--- src/rtl/vga_ctrl_pkg.sv ---
// Shared op codes, mode encodings and widths for the VGA scroll sequencer.
package vga_ctrl_pkg;

    localparam int unsigned OFS_W      = 10;
    localparam int unsigned SPD_W_DEF  = 6;
    localparam int unsigned X_WRAP_DEF = 1024;
    localparam int unsigned Y_WRAP_DEF = 480;
    localparam int unsigned FC_W       = 8;
    localparam int unsigned PAT_W      = 2;

    typedef enum logic [1:0] {
        OP_SET_SPD_X    = 2'd0,
        OP_SET_SPD_Y    = 2'd1,
        OP_SET_MODE     = 2'd2,
        OP_SET_PAT_ZERO = 2'd3
    } cmd_op_e;

    typedef enum logic [1:0] {
        MODE_RUN   = 2'd0,
        MODE_PAUSE = 2'd1,
        MODE_STEP  = 2'd2
    } mode_e;

endpackage

--- src/rtl/vga_scroll_sequencer_if.sv ---
// Command port of the scroll sequencer: valid/ready handshake with op and argument.
interface vga_scroll_sequencer_if #(
    parameter int unsigned SPD_W = 6
) ();
    import vga_ctrl_pkg::*;

    logic             cmd_valid;
    logic             cmd_ready;
    cmd_op_e          cmd_op;
    logic [SPD_W-1:0] cmd_arg;

    modport master (output cmd_valid, output cmd_op, output cmd_arg, input cmd_ready);
    modport slave  (input cmd_valid, input cmd_op, input cmd_arg, output cmd_ready);

endinterface

--- src/rtl/scroll_wrap_add.sv ---
// Combinational offset + signed speed, wrapped into 0..WRAP-1 (|speed| < WRAP assumed).
module scroll_wrap_add
    import vga_ctrl_pkg::*;
#(
    parameter int unsigned WRAP  = 480,
    parameter int unsigned SPD_W = SPD_W_DEF
) (
    input  logic [OFS_W-1:0] ofs_i,
    input  logic [SPD_W-1:0] spd_i,
    output logic [OFS_W-1:0] ofs_o
);

    localparam int unsigned SUM_W     = OFS_W + 1;
    localparam bit          WRAP_POW2 = ((WRAP & (WRAP - 1)) == 0);

    generate
        if (WRAP_POW2) begin : g_pow2
            // Power-of-two modulus: two's complement add, then drop the high bits.
            logic [OFS_W-1:0] spd_ext;
            logic [OFS_W-1:0] sum;
            assign spd_ext = {{(OFS_W - SPD_W){spd_i[SPD_W-1]}}, spd_i};
            assign sum     = ofs_i + spd_ext;
            assign ofs_o   = sum & OFS_W'(WRAP - 1);
        end else begin : g_mod
            logic signed [SUM_W-1:0] sum_s;
            logic signed [SUM_W-1:0] wrap_s;
            assign wrap_s = SUM_W'(WRAP);
            assign sum_s  = $signed({1'b0, ofs_i})
                          + $signed({{(SUM_W - SPD_W){spd_i[SPD_W-1]}}, spd_i});
            // A single correction in either direction suffices.
            always_comb begin
                if (sum_s[SUM_W-1]) begin
                    ofs_o = OFS_W'(sum_s + wrap_s);
                end else if (sum_s >= wrap_s) begin
                    ofs_o = OFS_W'(sum_s - wrap_s);
                end else begin
                    ofs_o = OFS_W'(sum_s);
                end
            end
        end
    endgenerate

endmodule

--- src/rtl/vga_scroll_sequencer.sv ---
// Frame-synchronous scroll/pattern controller: commands land in registers at once,
// display-visible offsets and pattern change only on frame_start.
module vga_scroll_sequencer
    import vga_ctrl_pkg::*;
#(
    parameter int unsigned X_WRAP = X_WRAP_DEF,
    parameter int unsigned Y_WRAP = Y_WRAP_DEF,
    parameter int unsigned SPD_W  = SPD_W_DEF
) (
    input  logic                 clk,
    input  logic                 reset,
    input  logic                 frame_start,
    vga_scroll_sequencer_if.slave cmd,
    output logic [OFS_W-1:0]     scroll_x,
    output logic [OFS_W-1:0]     scroll_y,
    output logic [PAT_W-1:0]     pattern_sel,
    output logic [FC_W-1:0]      frame_count,
    output logic [1:0]           mode
);

    mode_e              state_q, state_d;
    logic [SPD_W-1:0]   spd_x_q, spd_x_d;
    logic [SPD_W-1:0]   spd_y_q, spd_y_d;
    logic [PAT_W-1:0]   pend_pat_q, pend_pat_d;
    logic               pend_zero_q, pend_zero_d;
    logic [OFS_W-1:0]   scroll_x_q, scroll_x_d;
    logic [OFS_W-1:0]   scroll_y_q, scroll_y_d;
    logic [PAT_W-1:0]   pattern_sel_q, pattern_sel_d;
    logic [FC_W-1:0]    frame_count_q, frame_count_d;

    logic [OFS_W-1:0]   x_next;
    logic [OFS_W-1:0]   y_next;
    logic               cmd_accept;
    logic               advance;

    scroll_wrap_add #(.WRAP(X_WRAP), .SPD_W(SPD_W)) u_wrap_x (
        .ofs_i (scroll_x_q),
        .spd_i (spd_x_q),
        .ofs_o (x_next)
    );

    scroll_wrap_add #(.WRAP(Y_WRAP), .SPD_W(SPD_W)) u_wrap_y (
        .ofs_i (scroll_y_q),
        .spd_i (spd_y_q),
        .ofs_o (y_next)
    );

    // Commands are refused only in the frame-update cycle, so the two never collide.
    assign cmd.cmd_ready = ~frame_start;
    assign cmd_accept    = cmd.cmd_valid & ~frame_start;

    always_ff @(posedge clk) begin
        if (reset) begin
            state_q       <= MODE_RUN;
            spd_x_q       <= '0;
            spd_y_q       <= '0;
            pend_pat_q    <= '0;
            pend_zero_q   <= 1'b0;
            scroll_x_q    <= '0;
            scroll_y_q    <= '0;
            pattern_sel_q <= '0;
            frame_count_q <= '0;
        end else begin
            state_q       <= state_d;
            spd_x_q       <= spd_x_d;
            spd_y_q       <= spd_y_d;
            pend_pat_q    <= pend_pat_d;
            pend_zero_q   <= pend_zero_d;
            scroll_x_q    <= scroll_x_d;
            scroll_y_q    <= scroll_y_d;
            pattern_sel_q <= pattern_sel_d;
            frame_count_q <= frame_count_d;
        end
    end

    always_comb begin
        state_d       = state_q;
        spd_x_d       = spd_x_q;
        spd_y_d       = spd_y_q;
        pend_pat_d    = pend_pat_q;
        pend_zero_d   = pend_zero_q;
        scroll_x_d    = scroll_x_q;
        scroll_y_d    = scroll_y_q;
        pattern_sel_d = pattern_sel_q;
        frame_count_d = frame_count_q;
        advance       = 1'b0;

        if (frame_start) begin
            frame_count_d = frame_count_q + FC_W'(1);
            pattern_sel_d = pend_pat_q;
            case (state_q)
                MODE_RUN:  advance = 1'b1;
                MODE_STEP: begin
                    advance = 1'b1;
                    state_d = MODE_PAUSE;
                end
                default:   advance = 1'b0;
            endcase
            // A pending zero wins over the advance but not over the STEP->PAUSE move.
            if (pend_zero_q) begin
                scroll_x_d  = '0;
                scroll_y_d  = '0;
                pend_zero_d = 1'b0;
            end else if (advance) begin
                scroll_x_d = x_next;
                scroll_y_d = y_next;
            end
        end else if (cmd_accept) begin
            case (cmd.cmd_op)
                OP_SET_SPD_X: spd_x_d = cmd.cmd_arg;
                OP_SET_SPD_Y: spd_y_d = cmd.cmd_arg;
                OP_SET_MODE: begin
                    if (cmd.cmd_arg[1:0] != 2'd3) begin
                        state_d = mode_e'(cmd.cmd_arg[1:0]);
                    end
                end
                OP_SET_PAT_ZERO: begin
                    pend_pat_d  = cmd.cmd_arg[1:0];
                    pend_zero_d = cmd.cmd_arg[2];
                end
                default: ;
            endcase
        end
    end

    assign scroll_x    = scroll_x_q;
    assign scroll_y    = scroll_y_q;
    assign pattern_sel = pattern_sel_q;
    assign frame_count = frame_count_q;
    assign mode        = state_q;

endmodule

--- src/flat_wrapper.sv ---
// flat-port wrapper written by rule: the top's interface ports become plain ports
module vga_scroll_sequencer_flat import vga_ctrl_pkg::*;
#(
    parameter int unsigned X_WRAP = X_WRAP_DEF,
    parameter int unsigned Y_WRAP = Y_WRAP_DEF,
    parameter int unsigned SPD_W  = SPD_W_DEF
)
  (clk, reset, frame_start, scroll_x, scroll_y, pattern_sel, frame_count, mode, cmd_cmd_valid, cmd_cmd_op, cmd_cmd_arg, cmd_cmd_ready);
  vga_scroll_sequencer_if #(.SPD_W(SPD_W)) cmd_i ();
  input  logic clk;
  input  logic reset;
  input  logic frame_start;
  output logic [OFS_W-1:0] scroll_x;
  output logic [OFS_W-1:0] scroll_y;
  output logic [PAT_W-1:0] pattern_sel;
  output logic [FC_W-1:0] frame_count;
  output logic [1:0] mode;
  input wire logic [$bits(cmd_i.cmd_valid)-1:0] cmd_cmd_valid;
  input wire logic [$bits(cmd_i.cmd_op)-1:0] cmd_cmd_op;
  input wire logic [$bits(cmd_i.cmd_arg)-1:0] cmd_cmd_arg;
  output wire logic [$bits(cmd_i.cmd_ready)-1:0] cmd_cmd_ready;
  assign cmd_i.cmd_valid = cmd_cmd_valid;
  assign cmd_i.cmd_op = cmd_cmd_op;
  assign cmd_i.cmd_arg = cmd_cmd_arg;
  assign cmd_cmd_ready = cmd_i.cmd_ready;
  vga_scroll_sequencer #(.X_WRAP(X_WRAP), .Y_WRAP(Y_WRAP), .SPD_W(SPD_W)) u_core (.clk(clk), .reset(reset), .frame_start(frame_start), .cmd(cmd_i), .scroll_x(scroll_x), .scroll_y(scroll_y), .pattern_sel(pattern_sel), .frame_count(frame_count), .mode(mode));
endmodule
--- config.mk ---
export PLATFORM = sky130hd
export DESIGN_NAME = vga_scroll_sequencer_flat
export DESIGN_NICKNAME = d
export VERILOG_FILES = /design/src/rtl/vga_ctrl_pkg.sv /design/src/rtl/vga_scroll_sequencer_if.sv /design/src/rtl/scroll_wrap_add.sv /design/src/rtl/vga_scroll_sequencer.sv /design/src/flat_wrapper.sv
export SDC_FILE = /design/constraint.sdc
export NUM_CORES = 1
export LEC_CHECK = 0
export BUFFER_PORTS_ARGS = -buffer_cell sky130_fd_sc_hd__buf_2
export CORE_ASPECT_RATIO = 2
export CORE_MARGIN = 2
export CORE_UTILIZATION = 55
export CTS_BUF_LIST = sky130_fd_sc_hd__clkbuf_2
export DETAILED_ROUTE_END_ITERATION = 12
export GPL_TIMING_DRIVEN = 0
export PLACE_DENSITY = 0.9
export SYNTH_ARGS = -nofsm -noshare
export SYNTH_HDL_FRONTEND = slang
export SYNTH_SLANG_ARGS = --single-unit
--- constraint.sdc ---
create_clock -name clk -period 2.9 [get_ports clk]
set_input_delay 0.145 -clock clk [delete_from_list [all_inputs] [get_ports clk]]
set_output_delay 0.145 -clock clk [all_outputs]
set_load 0.05 [all_outputs]
; Word-level counts from Yosys, hierarchy flattened
; Index checks and enable logic that the tools add are counted.
[word_totals]
regBits = 47
output_inout_bits = 33
elab_cells = 50
[classes]
addsub = 5
n_lt_le_gt_ge = 1
n_eq_ne = 6
mux = 13
bitwise_logic = 2
reduce_logical = 14
[ops]
columns = cell, count
row1 = 2-to-1 mux 10 bit, 6
row2 = adder 11 x 6 -> 11 bit, 1
row3 = "greater-or-equal comparator 11 x 10 -> 1 bit, second input constant", 1
row4 = adder 10 bit, 1
row5 = "adder 10 bit, second input constant", 1
row6 = 2-to-1 mux 2 bit, 5
row7 = "subtractor 10 bit, second input constant", 1
row8 = AND reduction 3 bit, 3
row9 = "adder 8 x 1 -> 8 bit, second input constant", 1
row10 = nonzero test 2 bit, 4
row11 = "equality test 2 bit, second input constant", 3
row12 = zero test 2 bit, 2
row13 = AND reduction 2 bit, 2
row14 = AND reduction 4 bit, 1
row15 = OR reduction 2 bit, 2
row16 = "equality test 2 x 1 -> 1 bit, second input constant", 1
row17 = 2-to-1 mux 1 bit, 2
row18 = "inequality test 2 x 1 -> 1 bit, second input constant", 1
row19 = "inequality test 2 bit, second input constant", 1
row20 = AND 1 bit, 1
row21 = NOT 1 bit, 1

; Longest topological paths before layout
; Gate-level depths: netlist of run 1.
[logic_depth]
word_depth = 6
ltp_mapped = 12
depth_no_buf = 12

; By module
; A second synthesis of run 1 with hierarchy kept.
[hier_totals]
cells_unflattened = 355
hier_area_um2 = 3119.2
[modules_own_cells]
columns = mod, instances, cells_per_inst, area_each_um2, seq_area_each_um2
row1 = vga_scroll_sequencer, 1, 202, 1923.1, 940.9
row2 = scroll_wrap_add (u_core.u_wrap_y), 1, 102, 810.8, 0.0
row3 = scroll_wrap_add (u_core.u_wrap_x), 1, 51, 385.4, 0.0

; Worst setup path after synthesis of run 1
; OpenSTA, ideal clock, no wires.
[synth_timing]
path_type = register to register
from = reg u_core.scroll_y_q[0], in the netlist u_core.scroll_y[0]
to = reg u_core.scroll_y_q[6], in the netlist u_core.scroll_y[6]
setup_time_ps = 63
arrival_ps = 2909
required_time_ps = 2837
slack_ps = -71
stages_incl_launch_ff = 12
n_path_buf = 0
path_cell_list = dfxtp_1 ha_1 inv_1 fa_1 nand2b_2 a21oi_2 o31ai_1 and2_2 ha_1 xor2_1 a311o_1 nand3_1
[synth_between]
elab_chain_len = 6
word_cells_on_any_way = 8
cone_classes = add/sub: 3 / order compare: 1 / mux: 4
[synth_lines]
columns = item, line
row1 = from (decl), vga_scroll_sequencer.sv:27  ; logic [OFS_W-1:0] scroll_y_q, scroll_y_d;
row2 = from (signal assigned), vga_scroll_sequencer.sv:70  ; scroll_y_q <= scroll_y_d;
row3 = adder 11 x 6 -> 11 bit (*), scroll_wrap_add.sv:29  ; + $signed({{(SUM_W - SPD_W){spd_i[SPD_W-1]}}, spd_i});
row4 = subtractor 10 bit or greater-or-equal comparator 11 x 10 -> 1 bit (tied branches), "scroll_wrap_add.sv:35, scroll_wrap_add.sv:34"
row5 = 2-to-1 mux 10 bit, scroll_wrap_add.sv:34  ; end else if (sum_s >= wrap_s) begin
row6 = 2-to-1 mux 10 bit (*), scroll_wrap_add.sv:32  ; if (sum_s[SUM_W-1]) begin
row7 = 2-to-1 mux 10 bit (*), vga_scroll_sequencer.sv:104  ; end else if (advance) begin
row8 = 2-to-1 mux 10 bit (*), vga_scroll_sequencer.sv:100  ; if (pend_zero_q) begin
; Every way passes the cells marked *; elsewhere a longest branch is shown, timed or not. The select of a mux whose other input is x is not followed.
; A chain may end at the register's enable or synchronous reset.

; Worst setup path after layout of run 1
[layout_timing]
from = reg u_core.scroll_y_q[0], in the netlist u_core.scroll_y[0]
to = reg u_core.scroll_y_q[9], in the netlist u_core.scroll_y[9]
; Same word-level chain as after synthesis.

==> flow_summary.ini, run 1 <==
[clock_tree]
clock_root_buffer = sky130_fd_sc_hd__clkbuf_2
clk_pin_slew_ns = 0.24
clock_tree_from_tritoncts = done
cts_made_buffers = 5
cts_num_sinks = 47
post-cts-setup-buffers = 0
clkLatencyLatePin_ns = 0.45
cts.path.max_buffers = 2
htreeDepth = 2

[routing]
route.antenna.remaining_nets = 0
route.vias.total = 2747
via_per_inst = 6.17
dr.first_iter.drc_count = 95
drt_pre_antenna_iters = 4
postRouteWirelength_mm = 7.33
route.detailed.wl_per_inst_um = 16.5
drt_drc_violations_left = 0

[floorplan]
fp.dieW_um = 55.7
area_of_the_die_mm2 = 0.00599
fp.coreArea_mm2 = 0.00514
top_level_ports = 45
floorplan.initialDensity = 0.573
vertical_die_dimension_um = 107
core.rowCount = 37

[sta]
slew_of_the_pin_with_the_lowest_slew_margin_ns = 1.22
max_freq_ghz = 0.362
hold-worst-slack_ns = 0.0130
final_cycle_utilization_of_the_critical_path = 0.954
final_period_minus_worst_setup_slack_ns = 2.77
report.final.setup_viol = 0
fin_skew_ns = 0.0268
totalNegativeSetupSlack_ns = 0
timing_max_transition_violations_final = 0
timing_hold_violations_final = 0
timing.max_slew.rel_slack = 0.182

[run_status]
status = completed

[worst_setup_path]
crit_buf_inv = 1
worst_reg2reg_startpoint = u_core.scroll_y[0]
critical_path.max_fanout = 5
critical_path_start = u_core.scroll_y[0]
timing.critical_path.mode_cell = sky130_fd_sc_hd__ha_1
crit_arrival_ns = 3.18
critical-path-top-delay-family = adder cells
critical_path_required_time_ns = 3.31
worst-setup-path-type = reg -> reg
timing.critical_path.slowest_stage_cell = sky130_fd_sc_hd__a2111o_1
path_cells = ha_1 > inv_1 > fa_1 > nand2b_4 > a21oi_4 > o31ai_1 > and2_2 > ha_1 > nand4b_1 > a2111o_1 > nand2_1
worst_setup_path_start_kind = flop
delay_of_the_slowest_critical_path_stage_ns = 0.44
worstSetupEndpointType = flop

[placed_design]
globalplace.congestion = 0.920
placement.io_buffers = 43
hpwlAfterDp_mm = 5.61
dpl-instance-area_mm2 = 0.00323

[global_route]
grt_first_pass_wirelength_mm = 12.1
grt_overflow_total = 0
number_of_global_route_vias_before_repair = 2752
antenna_found_initial = 0
maximum_number_of_pins_on_one_net_before_global_route_repair = 15
grt_usage = 0.252

[synth]
synthDistinctLibCells = 66
synth_compound_gate_area_share = 0.210
dominantRegCellSynth = sky130_fd_sc_hd__dfxtp_1
number_of_flops_mapped_to_enable_cells_by_yosys = 0
post_synth.cell_area_avg_um2 = 8.95
synth_top_cells_by_area = sky130_fd_sc_hd__dfxtp_1 32%, sky130_fd_sc_hd__ha_1 9.3%, sky130_fd_sc_hd__mux2i_1 6.5%
synth_xor_area_frac = 0.0595
async_reset_ff_frac = 0
synth_top_area_share = 0.319
portion_of_the_post_synthesis_area_used_by_sequential_elements = 0.319
main_combinational_cell_family_by_area_after_synthesis = compound AO/OA/AOI/OAI gates
synth.cell_area_mm2 = 0.00295
synth_adder_area_share = 0.107
synthesis_stage_register_bit_count = 47
synth_simple_gate_area_share = 0.205
number_of_nets_produced_by_synthesis = 365
synthCells = 329
post_synth_mux_area_share = 0.0684
yosys_warnings = 0
synth_top_cell_by_area = sky130_fd_sc_hd__dfxtp_1

[power_and_ir_drop]
netSwitchingPower_uw = 407
power.share.sequential = 0.559
p_sw_frac = 0.333
power.share.clock = 0.222
worst_ir_drop_vdd_uv = 381
power.share.combinational = 0.218
power_report.internal_total_uw = 814
power.static_leakage_nw = 1.53
power_density_mw_per_mm2 = 361

[min_path]
min_from = cmd_cmd_arg[0]
holdCritPathClass = in -> reg

[job]
max_cap_viol = 0

[layout]
final.fill_count = 414
mostFrequentLayoutCells = 46 x sky130_fd_sc_hd__nor2_1, 45 x sky130_fd_sc_hd__dfxtp_1, 43 x sky130_fd_sc_hd__buf_2
layout.cell_area.non_filler_mm2 = 0.00338
drive_gt1_frac = 0.204
finalNetCount = 422
multiInputGateArea_mm2 = 0.00195
layout.cells.most_common = sky130_fd_sc_hd__nor2_1
area_growth_syn_to_layout_pct = 14.9
antennaDiodeCount = 0
final-seq-area_um2 = 943
[metal layers]
metal,GRT usage,vias to the layer above,part of all wire
li1,-,1330,-
met1,0.243,1323,0.37
met5,0,-,0
met3,0.0337,18,0.035
met2,0.499,76,0.57
met4,0.129,0,0.031
[final timing paths]
kind                           end  slack, ns  cells after the start
min reg2reg  u_core.frame_count[7]       0.52                      2
max reg2reg     u_core.scroll_y[9]       0.13                     11
min           u_core.pend_pat_q[0]       0.01                      3
max             u_core.scroll_y[9]       0.13                     11
[registers in the layout, indices dropped and copies added (netlist names)]
| register | count |
|---|---|
| u_core.scroll_x | 10 |
| u_core.scroll_y | 10 |
| u_core.frame_count | 8 |
| u_core.spd_x_q | 6 |
| u_core.spd_y_q | 6 |
| u_core.mode | 2 |
| u_core.pattern_sel | 2 |
| u_core.pend_pat_q | 2 |
| u_core.pend_zero_q | 1 |
[cell type report]
cell class                 instances  area share
buffer                            10      0.0133
clock buffer                       5     0.00739
clock inverter                     3     0.00444
inverter                          12      0.0133
multi-input combinational        260       0.577
sequential                        47       0.279
tap                               58      0.0214
timing repair buffer              50      0.0843
[power groups by stage]
stage                     logic (mW)  registers (mW)  clock network (mW)
after global routing           0.287           0.686               0.301
after floorplan                0.144           0.737                   0
after detailed placement       0.250           0.695                   0
after global placement         0.244           0.694                   0
final                          0.267           0.683               0.272
after CTS                      0.259           0.683               0.275
[cells in the mapped netlist (all sizes together) (3+ instances only)]
cell type	number
nand2b	7
clkbuf	9
inv	12
a32oi	3
nor3	5
xnor2	8
xor2	12
a211oi	4
o21ai	8
and3	5
a21oi	19
o31ai	3
a21o	4
or3	6
nor2	47
dfxtp	47
a31oi	4
nand4	6
nand3	9
mux2i	19
ha	22
nand2	18
o21bai	3
a22oi	10
[stage by stage]
step / utilization / instances / setup WS, ns / power [mW]
after floorplan: - / 329 / 0.0286 / 0.881
after global placement: 0.629 / 430 / 0.149 / 0.939
after detailed placement: 0.629 / 430 / 0.0410 / 0.946
after CTS: 0.651 / 445 / 0.0194 / 1.22
after global routing: 0.659 / 445 / -0.000274 / 1.27
final: 0.659 / 445 / 0.135 / 1.22
[cells by family (layout without fill, tap and decap cells)]
family	Yosys count	count (layout)
AOI/OAI and AO/OA	78	78
DFF	47	47
xor gates and xnor gates	20	20
muxes	20	20
adders and majority gates	24	24
and+or+nand+nor	118	118
buffers and inverters	22	80
[worst reg2reg max path: cells and delay by family, from the launching register on]
family,cells,cell delay (ns)
flip-flops,1,0.39
AO/OA/AOI/OAI,3,0.79
adder cells (fa/ha/maj),3,0.85
AND/OR/NAND/NOR,4,0.67
buffers and inverters,1,0.06
[timing repair]
item                                    CTS  global route
hold buffers                              7             0
endpoints found under the setup margin    0             5
gates resized for setup                   0             6
hold endpoints to repair                 10             0
Note: power is estimated with default switching activity, not from simulation.
==> run 2: changes to the inputs <==
--- a/config.mk
+++ b/config.mk
@@ -5,6 +5,7 @@
 export SDC_FILE = /design/constraint.sdc
 export NUM_CORES = 1
 export LEC_CHECK = 0
+export ABC_AREA = 0
 export BUFFER_PORTS_ARGS = -buffer_cell sky130_fd_sc_hd__buf_2
 export CORE_ASPECT_RATIO = 2
 export CORE_MARGIN = 2
@@ -12,6 +13,7 @@
 export CTS_BUF_LIST = sky130_fd_sc_hd__clkbuf_2
 export DETAILED_ROUTE_END_ITERATION = 12
 export GPL_TIMING_DRIVEN = 0
+export MAX_ROUTING_LAYER = met4
 export PLACE_DENSITY = 0.9
 export SYNTH_ARGS = -nofsm -noshare
 export SYNTH_HDL_FRONTEND = slang
==> run 2 against run 1 <==
Design area shrank 0.96%. Sequential share of layout area grew 0.27 points. Core utilization shrank 0.63 points.
==> flow_summary.ini, run 2 (synthesis gave the netlist of run 1 again) <==
[run_status]
status = completed

[layout]
layout.cell_area.non_filler_mm2 = 0.00335
antennaDiodeCount = 0
drive_gt1_frac = 0.203
final_util = 0.652
layout.cells.most_common = sky130_fd_sc_hd__nor2_1
area_growth_syn_to_layout_pct = 13.8
mostFrequentLayoutCells = 46 x sky130_fd_sc_hd__nor2_1, 45 x sky130_fd_sc_hd__dfxtp_1, 43 x sky130_fd_sc_hd__buf_2
finalNetCount = 420

[worst_setup_path]
cp_num_cells = 11
path_cells = ha_2 > inv_1 > fa_1 > nand2b_4 > a21oi_4 > o31ai_1 > and2_2 > ha_1 > xor2_1 > a311o_1 > nand3_1
critical-path-top-delay-family = adder cells
crit_buf_inv = 1
critical_path_required_time_ns = 3.32
reg2regPathDepth = 11
timing.critical_path.slowest_stage_cell = sky130_fd_sc_hd__dfxtp_2
worst_setup_path_start_kind = flop
delay_of_the_slowest_critical_path_stage_ns = 0.40
worstSetupEndpointType = flop
worst-setup-path-type = reg -> reg
critical_path.max_fanout = 4
setup.reg_to_reg.worst_slack_ns = 0.14
crit_arrival_ns = 3.18

[routing]
postRouteWirelength_mm = 7.13
route.vias.total = 2692
dr.first_iter.drc_count = 80
via_per_inst = 6.09
route.antenna.remaining_nets = 0
route.detailed.wl_per_inst_um = 16.1
drt_drc_violations_left = 0
drt_pre_antenna_iters = 4

[power_and_ir_drop]
power.static_leakage_nw = 1.51
power_density_mw_per_mm2 = 361
worst_ir_drop_vdd_uv = 428

[global_route]
grt_first_pass_wirelength_mm = 11.8
grt_usage = 0.252
maximum_number_of_pins_on_one_net_before_global_route_repair = 14
grt_overflow_total = 0
number_of_global_route_vias_before_repair = 2670
antenna_found_initial = 0

[floorplan]
floorplan.initialDensity = 0.573
fp.dieW_um = 55.7
area_of_the_die_mm2 = 0.00599
fp.coreArea_mm2 = 0.00514
top_level_ports = 45
vertical_die_dimension_um = 107
core.rowCount = 37

[clock_tree]
cts_made_buffers = 5
clock_root_buffer = sky130_fd_sc_hd__clkbuf_2
clock_tree_from_tritoncts = done
clkLatencyLatePin_ns = 0.45
cts.path.max_buffers = 2
cts_num_sinks = 47
clk_pin_slew_ns = 0.24
htreeDepth = 2

[sta]
max_freq_ghz = 0.362
timing_hold_violations_final = 0
final_cycle_utilization_of_the_critical_path = 0.952
rsz0062_at_grt = true
slew_of_the_pin_with_the_lowest_slew_margin_ns = 1.15
timing_max_transition_violations_final = 0
fin_skew_ns = 0.0332
report.final.setup_viol = 0
final_period_minus_worst_setup_slack_ns = 2.76
timing.max_slew.rel_slack = 0.228

[placed_design]
dpl-instance-area_mm2 = 0.00323
placement.io_buffers = 43
hpwlAfterDp_mm = 5.49
globalplace.congestion = 0.969

[min_path]
holdCritPathClass = in -> reg
hold-path-cell-count = 3

[job]
max_cap_viol = 0
## run 2: final timing paths
path / startpoint / end
min: cmd_cmd_arg[0] / u_core.spd_x_q[0]
max: u_core.scroll_y[0] / u_core.scroll_y[6]
min reg2reg: u_core.frame_count[7] / u_core.frame_count[7]
max reg2reg: u_core.scroll_y[0] / u_core.scroll_y[6]
## run 2: cell type report
| class | count | area, um^2 |
|---|---|---|
| sequential | 47 | 943 |
| clock inverter | 2 | 8.76 |
| timing repair buffer | 48 | 263 |
| buffer | 10 | 45.0 |
| tap | 58 | 72.6 |
| fill | 420 | 1790 |
| inverter | 12 | 45.0 |
| multi-input combinational | 260 | 1950 |
| clock buffer | 5 | 25.0 |
## run 2: repair_timing
item | in CTS | in global routing
setup endpoints to repair | 0 | 5
hold buffers | 4 | 0
gates resized for setup | 0 | 6
setup buffers | 0 | 1
endpoints found under the hold margin | 9 | 0
## run 2: metrics by stage
step	power, mW	worst slack (ns)	setup TNS [ns]	hold WS, ns	instances
6_report	1.21	0.139	0	0.0246	442
2_1_floorplan	0.881	0.0286	0	0.284	329
3_3_place_gp	0.940	0.147	0	0.408	430
5_1_grt	1.26	-0.0219	-0.0279	0.00167	442
3_5_place_dp	0.949	0.0540	0	0.415	430
4_1_cts	1.21	0.0226	0	0.00693	441
## run 2: worst reg2reg max path, cell delays in order (launching register included)
cell                       delay [ns]
sky130_fd_sc_hd__dfxtp_2         0.40
sky130_fd_sc_hd__ha_2            0.21
sky130_fd_sc_hd__inv_1           0.06
sky130_fd_sc_hd__fa_1            0.40
sky130_fd_sc_hd__nand2b_4        0.20
sky130_fd_sc_hd__a21oi_4         0.24
sky130_fd_sc_hd__o31ai_1         0.10
sky130_fd_sc_hd__and2_2          0.20
sky130_fd_sc_hd__ha_1            0.35
sky130_fd_sc_hd__xor2_1          0.18
sky130_fd_sc_hd__a311o_1         0.33
sky130_fd_sc_hd__nand3_1         0.08
## run 2: metal layers
layer | wire [um] | global-route usage | up-vias
met4 | 231 | 0.145 | 0
met2 | 3990 | 0.457 | 76
met1 | 2620 | 0.252 | 1278
li1 | - | - | 1320
met5 | 0 | - | -
met3 | 291 | 0.0373 | 18
## run 2: report_power, final
group | internal [mW] | leakage [nW] | switching [mW] | total (mW)
Sequential | 0.665 | 0.381 | 0.0177 | 0.683
Clock | 0.0508 | 0.0262 | 0.212 | 0.263
Combinational | 0.0918 | 1.10 | 0.173 | 0.265
==> run 3: changes to the inputs <==
--- a/config.mk
+++ b/config.mk
@@ -9,12 +9,13 @@
 export BUFFER_PORTS_ARGS = -buffer_cell sky130_fd_sc_hd__buf_2
 export CORE_ASPECT_RATIO = 2
 export CORE_MARGIN = 2
-export CORE_UTILIZATION = 55
+export CORE_UTILIZATION = 36
 export CTS_BUF_LIST = sky130_fd_sc_hd__clkbuf_2
 export DETAILED_ROUTE_END_ITERATION = 12
 export GPL_TIMING_DRIVEN = 0
 export MAX_ROUTING_LAYER = met4
-export PLACE_DENSITY = 0.9
+export PLACE_DENSITY = 0.67
 export SYNTH_ARGS = -nofsm -noshare
 export SYNTH_HDL_FRONTEND = slang
 export SYNTH_SLANG_ARGS = --single-unit
+export TNS_END_PERCENT = 50
==> run 3 against run 2 <==
Total power rose by 17%. Clock skew fell by 0.0021 ns. Non-clock buffer count increased by 5. Clock power up 78%. Die area increased by 50%. Sequential power hardly changed. Sequential share of layout area shrank 1.2 points. Design area increased by 4.7%. Clock-buffer cell count stayed put. Critical path depth decreased by 1. Flip-flop and latch count unchanged. Via count decreased by 1.3%. Largest cell class unchanged.
==> flow_summary.ini, run 3 (synthesis gave the netlist of run 1 again) <==
[global_route]
grt_overflow_total = 0
grt_usage = 0.174
number_of_global_route_vias_before_repair = 2577
antenna_found_initial = 1
maximum_number_of_pins_on_one_net_before_global_route_repair = 16
grt_first_pass_wirelength_mm = 11.9

[layout]
final_cells = 487
layout.cell_area.non_filler_mm2 = 0.00351
layout.cells.most_common = sky130_fd_sc_hd__nor2_1
final.fill_count = 804
finalNetCount = 425
area_growth_syn_to_layout_pct = 19.2
drive_gt1_frac = 0.210
mostFrequentLayoutCells = 46 x sky130_fd_sc_hd__nor2_1, 44 x sky130_fd_sc_hd__dfxtp_1, 43 x sky130_fd_sc_hd__buf_2

[worst_setup_path]
critical_path_required_time_ns = 3.33
critical_path.max_fanout = 4
crit_arrival_ns = 3.24
worst-setup-path-type = reg -> reg
worstSetupEndpointType = flop
setup.reg_to_reg.worst_slack_ns = 0.09
worst_setup_path_start_kind = flop

[sta]
timing_hold_violations_final = 0
slew_of_the_pin_with_the_lowest_slew_margin_ns = 1.17
fin_skew_ns = 0.0311
timing_max_transition_violations_final = 0
report.final.setup_viol = 0
final_period_minus_worst_setup_slack_ns = 2.81
max_freq_ghz = 0.355
timing.max_slew.rel_slack = 0.215
final_cycle_utilization_of_the_critical_path = 0.971

[floorplan]
top_level_ports = 45
area_of_the_die_mm2 = 0.00896
core.rowCount = 46
vertical_die_dimension_um = 132
floorplan.initialDensity = 0.371
fp.coreArea_mm2 = 0.00794
fp.dieW_um = 68.0

[placed_design]
hpwlAfterDp_mm = 5.59
placedCellCount = 468
placement.io_buffers = 43
dpl-instance-area_mm2 = 0.00328
globalplace.congestion = 0.814

[routing]
drt_drc_violations_left = 0
route.vias.total = 2657
route.antenna.remaining_nets = 0
via_per_inst = 5.46
dr.first_iter.drc_count = 124
route.detailed.wl_per_inst_um = 14.9
drt_pre_antenna_iters = 4
postRouteWirelength_mm = 7.27

[clock_tree]
clk_pin_slew_ns = 0.28
cts_made_buffers = 5
clock_tree_from_tritoncts = done
clkLatencyLatePin_ns = 0.47
cts_num_sinks = 47
clock_root_buffer = sky130_fd_sc_hd__clkbuf_2
cts.path.max_buffers = 2
htreeDepth = 2

[power_and_ir_drop]
worst_ir_drop_vdd_uv = 381
power.share.sequential = 0.483
post-layout-total-power_mw = 1.42
power_report.internal_total_uw = 990
power.share.clock = 0.330
power.static_leakage_nw = 1.56
p_sw_frac = 0.301
power.share.combinational = 0.187
power_density_mw_per_mm2 = 403
netSwitchingPower_uw = 426

[min_path]
holdCritPathClass = in -> reg

[job]
max_cap_viol = 0

[run_status]
status = completed
run 3: changes by cell type in the layout (fill, tap and decap cells not counted), sizes merged:
cell	change
bufinv	+2
clkinv	-2
clkinvlp	+1
diode	+1
dlygate4sd3	+5
run 3: metrics by stage:
| step | hold WS [ns] | util | setup slack (ns) | TNS [ns] |
|---|---|---|---|---|
| 2_1_floorplan | 0.284 | - | 0.0286 | 0 |
| 3_3_place_gp | 0.415 | 0.413 | 0.108 | 0 |
| 3_5_place_dp | 0.421 | 0.413 | 0.0828 | 0 |
| 4_1_cts | 0.0710 | 0.437 | 0.0670 | 0 |
| 5_1_grt | 0.101 | 0.442 | -0.0363 | -0.0521 |
| 6_report | 0.122 | 0.442 | 0.0855 | 0 |
run 3: power groups by stage:
stage / logic (mW) / clock network, mW / registers (mW)
3_3_place_gp: 0.247 / 0 / 0.696
4_1_cts: 0.262 / 0.478 / 0.685
2_1_floorplan: 0.144 / 0 / 0.737
3_5_place_dp: 0.252 / 0 / 0.696
5_1_grt: 0.285 / 0.496 / 0.688
6_report: 0.265 / 0.467 / 0.684
run 3: final timing paths:
kind,start,endpoint,depth (start not counted)
setup / recovery,u_core.scroll_y[0],u_core.scroll_y[8],10
setup reg to reg,u_core.scroll_y[0],u_core.scroll_y[8],10
hold / removal,frame_start,u_core.mode[1],4
hold reg to reg,u_core.mode[1],u_core.mode[0],2
run 3: cell type report:
type | count | area, um^2 | share of cell area
multi-input combinational | 260 | 1950 | 0.555
clock inverter | 3 | 67.6 | 0.0192
clock buffer | 5 | 25.0 | 0.00713
buffer | 10 | 45.0 | 0.0128
antenna | 1 | 2.50 | 0.000713
sequential | 47 | 945 | 0.269
timing repair buffer | 53 | 313 | 0.0891
tap | 96 | 120 | 0.0342
inverter | 12 | 45.0 | 0.0128
run 3: critical path, stage by stage, from the launching register on:
cell	delay (ns)
sky130_fd_sc_hd__dfxtp_2	0.41
sky130_fd_sc_hd__ha_1	0.19
sky130_fd_sc_hd__inv_1	0.06
sky130_fd_sc_hd__fa_1	0.40
sky130_fd_sc_hd__nand2b_4	0.19
sky130_fd_sc_hd__a21oi_4	0.24
sky130_fd_sc_hd__o31ai_1	0.13
sky130_fd_sc_hd__and2_2	0.20
sky130_fd_sc_hd__or4_1	0.57
sky130_fd_sc_hd__o32ai_2	0.23
sky130_fd_sc_hd__nand3b_1	0.13
run 3: per-layer routing:
| layer | GRT usage | wire length [um] |
|---|---|---|
| met2 | 0.302 | 3940 |
| met1 | 0.183 | 2890 |
| met4 | 0.0878 | 210 |
| met3 | 0.0239 | 233 |
| met5 | - | 0 |
run 3: timing repair:
item	4_1_cts	5_1_grt
pin swaps	0	1
buffers inserted	0	1
gates resized for setup	1	6
endpoints found under the hold margin	15	0
hold buffers	9	0
endpoints found under the setup margin	4	5
